File: src/rtl/cp0_timer_int.sv
// rtl/cp0_timer_int.sv - CP0 Count/Compare timer, Cause.TI and interrupt request handshake
module cp0_timer_int #(
   parameter logic [7:0] CNT_ADDR = 8'b01001000,
   parameter logic [7:0] CMP_ADDR = 8'b01011000
) (
   input  logic        i_clk,
   input  logic        i_reset,
   input  logic        i_mtc0_we,
   input  logic [7:0]  i_c0_addr,
   input  logic [31:0] i_c0_wdata,
   output logic [31:0] o_c0_rdata,
   input  logic [7:0]  i_status_im,
   input  logic        i_status_exl,
   input  logic        i_status_ie,
   input  logic [1:0]  i_cause_ip_sw,
   input  logic [5:0]  i_ext_int_in,
   output logic        o_c0_cause_ti,
   output logic [7:0]  o_int_ip,
   output logic        o_int_req,
   input  logic        i_int_ack,
   input  logic        i_int_cancel
);

   typedef enum logic [1:0] {
      ST_IDLE  = 2'd0,
      ST_REQ   = 2'd1,
      ST_ACKED = 2'd2
   } state_t;

   logic [31:0] r_count;
   logic [31:0] r_compare;
   logic        r_tick;
   logic        r_cause_ti;
   logic [7:0]  r_int_ip;
   logic        r_int_req;
   state_t      r_state;

   logic        w_cnt_wr;
   logic        w_cmp_wr;
   logic [31:0] w_count_next;
   logic        w_ti_match;
   logic        w_pending;

   assign w_cnt_wr     = i_mtc0_we && (i_c0_addr == CNT_ADDR);
   assign w_cmp_wr     = i_mtc0_we && (i_c0_addr == CMP_ADDR);
   assign w_count_next = r_count + 32'd1;

   // Match only fires on a real increment edge; a direct Count load never matches.
   assign w_ti_match   = r_tick && !w_cnt_wr && (w_count_next == r_compare);

   // Pending uses the registered IP vector against the live Status fields.
   assign w_pending    = (|(r_int_ip & i_status_im)) & i_status_ie & ~i_status_exl;

   // Count advances on every other cycle; a Count write reloads and realigns the phase.
   always_ff @(posedge i_clk) begin
      if (i_reset) begin
         r_count <= 32'd0;
         r_tick  <= 1'b0;
      end else if (w_cnt_wr) begin
         r_count <= i_c0_wdata;
         r_tick  <= 1'b0;
      end else begin
         if (r_tick) begin
            r_count <= w_count_next;
         end
         r_tick <= ~r_tick;
      end
   end

   // Compare register and sticky TI flag; a Compare write clears TI even on a match edge.
   always_ff @(posedge i_clk) begin
      if (i_reset) begin
         r_compare  <= 32'd0;
         r_cause_ti <= 1'b0;
      end else if (w_cmp_wr) begin
         r_compare  <= i_c0_wdata;
         r_cause_ti <= 1'b0;
      end else if (w_ti_match) begin
         r_cause_ti <= 1'b1;
      end
   end

   // Register the pending-source vector; timer shares IP7 with external line 5.
   always_ff @(posedge i_clk) begin
      if (i_reset) begin
         r_int_ip <= 8'd0;
      end else begin
         r_int_ip <= {i_ext_int_in[5] | r_cause_ti, i_ext_int_in[4:0], i_cause_ip_sw};
      end
   end

   // Request handshake: raise on pending, drop on ack or withdrawn source, rearm on exception or cancel.
   always_ff @(posedge i_clk) begin
      if (i_reset) begin
         r_state   <= ST_IDLE;
         r_int_req <= 1'b0;
      end else begin
         case (r_state)
            ST_IDLE: begin
               if (w_pending) begin
                  r_state   <= ST_REQ;
                  r_int_req <= 1'b1;
               end
            end
            ST_REQ: begin
               if (i_int_ack) begin
                  r_state   <= ST_ACKED;
                  r_int_req <= 1'b0;
               end else if (!w_pending) begin
                  r_state   <= ST_IDLE;
                  r_int_req <= 1'b0;
               end
            end
            ST_ACKED: begin
               r_int_req <= 1'b0;
               if (i_status_exl || i_int_cancel) begin
                  r_state <= ST_IDLE;
               end
            end
            default: begin
               r_state   <= ST_IDLE;
               r_int_req <= 1'b0;
            end
         endcase
      end
   end

   // Read mux shows the stored register value, never the write in flight.
   always_comb begin
      o_c0_rdata = 32'd0;
      if (i_c0_addr == CNT_ADDR) begin
         o_c0_rdata = r_count;
      end else if (i_c0_addr == CMP_ADDR) begin
         o_c0_rdata = r_compare;
      end
   end

   assign o_c0_cause_ti = r_cause_ti;
   assign o_int_ip      = r_int_ip;
   assign o_int_req     = r_int_req;

endmodule

File: config.mk
export PLATFORM = sky130hd
export DESIGN_NAME = cp0_timer_int
export DESIGN_NICKNAME = d
export VERILOG_FILES = /design/src/rtl/cp0_timer_int.sv
export SDC_FILE = /design/constraint.sdc
export NUM_CORES = 1
export LEC_CHECK = 0
export ABC_AREA = 1
export ABC_CLOCK_PERIOD_IN_PS = 2550
export CAP_MARGIN = 25
export CORE_ASPECT_RATIO = 1.5
export CORE_MARGIN = 2
export CORE_UTILIZATION = 45
export DETAILED_ROUTE_END_ITERATION = 7
export GPL_TIMING_DRIVEN = 0
export PLACE_DENSITY = 0.72
export SYNTH_ARGS = -nofsm -noshare
export SYNTH_HDL_FRONTEND = slang
export SYNTH_SLANG_ARGS = --single-unit
export TNS_END_PERCENT = 1
File: constraint.sdc
create_clock -name i_clk -period 2.55 [get_ports i_clk]
set_clock_uncertainty 0.2 [all_clocks]
set_input_delay 0.255 -clock i_clk [delete_from_list [all_inputs] [get_ports i_clk]]
set_output_delay 0.255 -clock i_clk [all_outputs]
set_load 0.03 [all_outputs]
==> PnR_summary.wiki <==
{| class="wikitable"
! Metric !! Value
|-
| Result of the run || finished with violations
|-
| Failing checks || setup timing
|-
| Final hold violation count || 0
|-
| Dominant combinational cell family by area after synthesis || simple AND/OR/NAND/NOR gates
|-
| Die outline height || roughly 130 µm
|-
| Seq pwr share || roughly two fifths
|-
| Pin count of the biggest net entering global routing || 13
|-
| GPL Wtd Cong || just under 1
|-
| IO buf count || ~100
|-
| Post-route cell area || roughly 0.0065 mm²
|-
| Maximum level of the CTS H-tree || 3
|-
| Antenna violations before repair || 0
|-
| Initial cell density of the core || between 40% and 50%
|-
| Unrepaired setup endpoints after global routing || yes
|-
| Critical path class || in -> out
|-
| Syn nets || 878
|-
| Maximum achievable frequency || 385 MHz
|-
| Post-synthesis compound-gate area fraction || about 17%
|-
| Syn_area_per_cell || between 6 and 7 µm²
|-
| Total area of multi-input combinational cells || roughly 0.0029 mm²
|-
| Worst slew pin tran || between 0.7 and 0.8 ns
|-
| Peak-usage layer in the global routing report || met2
|-
| Post-Place Setup Slack || -0.519 ns
|-
| Path category of the worst min-delay check || in -> reg
|-
| First-pass GRT wire length || 29.5 mm
|-
| Arrival time reported for the critical path endpoint || 2.15 ns
|-
| Fraction of synthesized area in multiplexers || 0%
|-
| Post-route DRC violation count || 0
|-
| Sequential fraction of the synthesis area || about a third
|-
| Tmin final || approximately 2.6 ns
|-
| Internal reg-to-reg setup slack || ~0.030 ns
|-
| Distinct cell type count after synthesis || 31
|-
| Starting DRC count in detailed routing || approximately 510
|-
| Synth Area in Adders || 0.255%
|-
| Core area || between 0.01 and 0.015 mm²
|-
| Most common library cell in the layout ignoring fill and taps || nand2_1
|-
| Launching element type of the critical path || primary input
|-
| Cell area after technology mapping || just under 0.005 mm²
|-
| Detail Route Antenna Nets || 0
|-
| Mean number of vias per cell || 5.69
|-
| TritonCTS clock tree || built
|-
| Maximum number of buffers from clock root to sink || 2
|-
| Switching power summed over all nets || 0.682 mW
|-
| Insertion delay of the later-clocked pin in the worst-skew pair || around 0.35 ns
|-
| Area after detailed placement || 0.00614 mm²
|-
| Via count of the first global-routing pass || 6178
|-
| Final sum of negative setup slack || -0.312 ns
|-
| Worst-case reg-to-reg path depth || 15
|-
| Area share of xor/xnor cells in the synthesized design || under 10%
|-
| Count of TritonRoute iterations in the first routing pass || 5
|-
| Rows || 46
|-
| Number of pins with negative max-slew slack in the final report || 0
|-
| Area fraction in and, or, nand and nor cells after synthesis || between 30% and 40%
|-
| Antenna diode count || 0
|-
| Met1 Resource Use GR || ~35%
|-
| Global route overflow || 0
|-
| Worst EP required || roughly 2.1 ns
|-
| Critical Path Fanout Max || 10
|-
| Clock tree sinks || between 70 and 80
|-
| Internal Dissipation || roughly 2.3 mW
|-
| Layout cell share with drive strength beyond 1 || between 9 and 10%
|-
| Wirelength per Cell || about 17 µm
|-
| Num CTS Buffers || 9
|-
| Final setup violating endpoints || 12
|-
| Endpoint kind of the worst setup timing path || output port
|-
| Die Span X || 89.3 µm
|-
| Full die area || 0.0118 mm²
|-
| Synthesized instance count || 814
|-
| Grt met2 use || about 56%
|-
| Post-DP HPWL || 14.0 mm
|-
| Max-cap check violation count || 0
|-
| Yosys warning count || 0
|-
| Clock-pin slew of the registers on the worst-case setup and hold paths || around 0.060 ns
|-
| Static power due to leakage || between 2 and 2.5 nW
|-
| Peak supply drop || 0.305 mV
|-
| Part of the total power dissipated in combinational logic || 9.2%
|-
| M3 GR Usage || about 6%
|-
| Worst Setup Slack, final || -0.0503 ns
|-
| Worst hold-check slack || approximately 0.23 ns
|-
| Power density normalized to cell area || between 400 and 500 mW/mm²
|-
| Rel. slew slack || between 40% and 50%
|-
| Synthesis-stage register bit count || 77
|-
| Filler cells || around 1100
|-
| FF/Latch Area || 0.00155 mm²
|-
| Commonest non-fill, non-tap cells in the layout || nand2_1, inv_1, nand3_1
|-
| Count of vias placed by the detailed router || between 6000 and 7000
|-
| Fin crit share || 102%
|-
| WL final || 18.8 mm
|-
| Number of cells on the worst hold path || 3
|-
| Overall Global Routing Usage || between 30 and 40%
|-
| Layout overhead on the synthesized area || 32.8%
|-
| Io pins || between 100 and 150
|-
| Root buffer selected by CTS || clkbuf_16
|-
| Net switching share of the total power || roughly 23%
|-
| Net count, final || approximately 1000
|-
| Share of the core filled with cells || 61.6%
|-
| Clock network fraction of total power || between 40% and 50%
|}
-- worst max-delay path: stages --
cell and delay [ns]:
clkdlybuf4s50_1 0.39, or2_2 0.30, nor2_2 0.14, nand2_1 0.22, clkbuf_4 0.29, o22ai_1 0.23
clkdlybuf4s15_2 0.33
-- layer usage --
| layer | up-vias | share of wire, % | wire (µm) |
|---|---|---|---|
| met4 | 0 | 6.7 | 1260 |
| li1 | 2911 | - | - |
| met2 | 349 | 50 | 9480 |
| met5 | - | 0 | 0 |
| met3 | 84 | 7.7 | 1450 |
| met1 | 2811 | 35 | 6660 |
-- synthesized netlist by cell type --
cell	n	area share, %
a2111oi_0	1	0.18
a21oi_1	38	3.9
a21oi_2	1	0.18
a221oi_1	5	0.89
a31oi_1	24	3.1
and2_1	1	0.13
buf_1	1	0.076
clkbuf_1	27	2.1
clkinv_1	1	0.076
dfxtp_1	77	31
ha_1	1	0.25
inv_1	101	7.7
inv_2	3	0.23
nand2_1	248	19
nand2_2	10	1.3
nand2_4	2	0.46
nand3_1	90	9.2
nand3b_1	3	0.46
nand4_1	2	0.25
nor2_1	74	5.7
nor2_2	6	0.76
nor2_4	8	1.8
nor3_1	2	0.20
o211ai_1	2	0.31
o21ai_0	44	4.5
o21ai_1	3	0.31
o22ai_1	32	4.1
or2_2	1	0.13
xnor2_1	1	0.18
xnor3_1	2	0.92
xor2_1	3	0.53
-- power groups by stage --
stage	combinational (mW)	sequential [mW]	clock (mW)
after floorplan	0.0868	1.27	0
after global placement	0.268	1.25	0
after detailed placement	0.270	1.26	0
after CTS	0.271	1.23	1.49
after global routing	0.296	1.23	1.54
final	0.274	1.23	1.49
-- area by class of cell --
type / instances / area share (%)
multi-input combinational: 604 / 44.1
sequential: 77 / 23.7
timing repair buffer: 107 / 16.2
inverter: 105 / 6.10
clock buffer: 13 / 4.29
tap: 144 / 2.76
buffer: 28 / 1.90
clock inverter: 3 / 0.997
-- repair_timing --
action                     4_1_cts  5_1_grt
setup buffers                    0        3
hold endpoints to repair         0        0
resized for setup               96       15
gates cloned                     0        0
hold buffers                     0        0
setup endpoints to repair       33       50
pin swaps                        0        2
-- metrics by stage --
step                      instances  power (mW)
after floorplan                 814        1.36
after detailed placement       1062        1.53
after global placement         1062        1.52
after global routing           1081        3.07
final                          1081        3.00
after CTS                      1078        2.99
-- worst paths after layout --
kind                                       from        endpoint
worst max-delay path               i_c0_addr[1]  o_c0_rdata[28]
worst min register to register    r_compare[19]   r_compare[19]
worst min-delay path            i_ext_int_in[3]     o_int_ip[5]
worst max register to register       r_count[0]   o_c0_cause_ti
-- sequential cells by signal, summed over array words and instances (netlist names) --
| name | cells |
|---|---|
| r_count | 32 |
| r_state | 2 |
| r_compare | 32 |
| o_c0_cause_ti | 1 |
| o_int_req | 1 |
| r_tick | 1 |
| o_int_ip | 8 |
-- logic make-up after synthesis --
group,after synthesis
flip-flops,77
buffers and inverters,133
AND/OR/NAND/NOR,447
AO/OA/AOI/OAI,150
adder cells (fa/ha/maj),1
XOR/XNOR,6
Note: power is estimated with default switching activity, not from simulation.
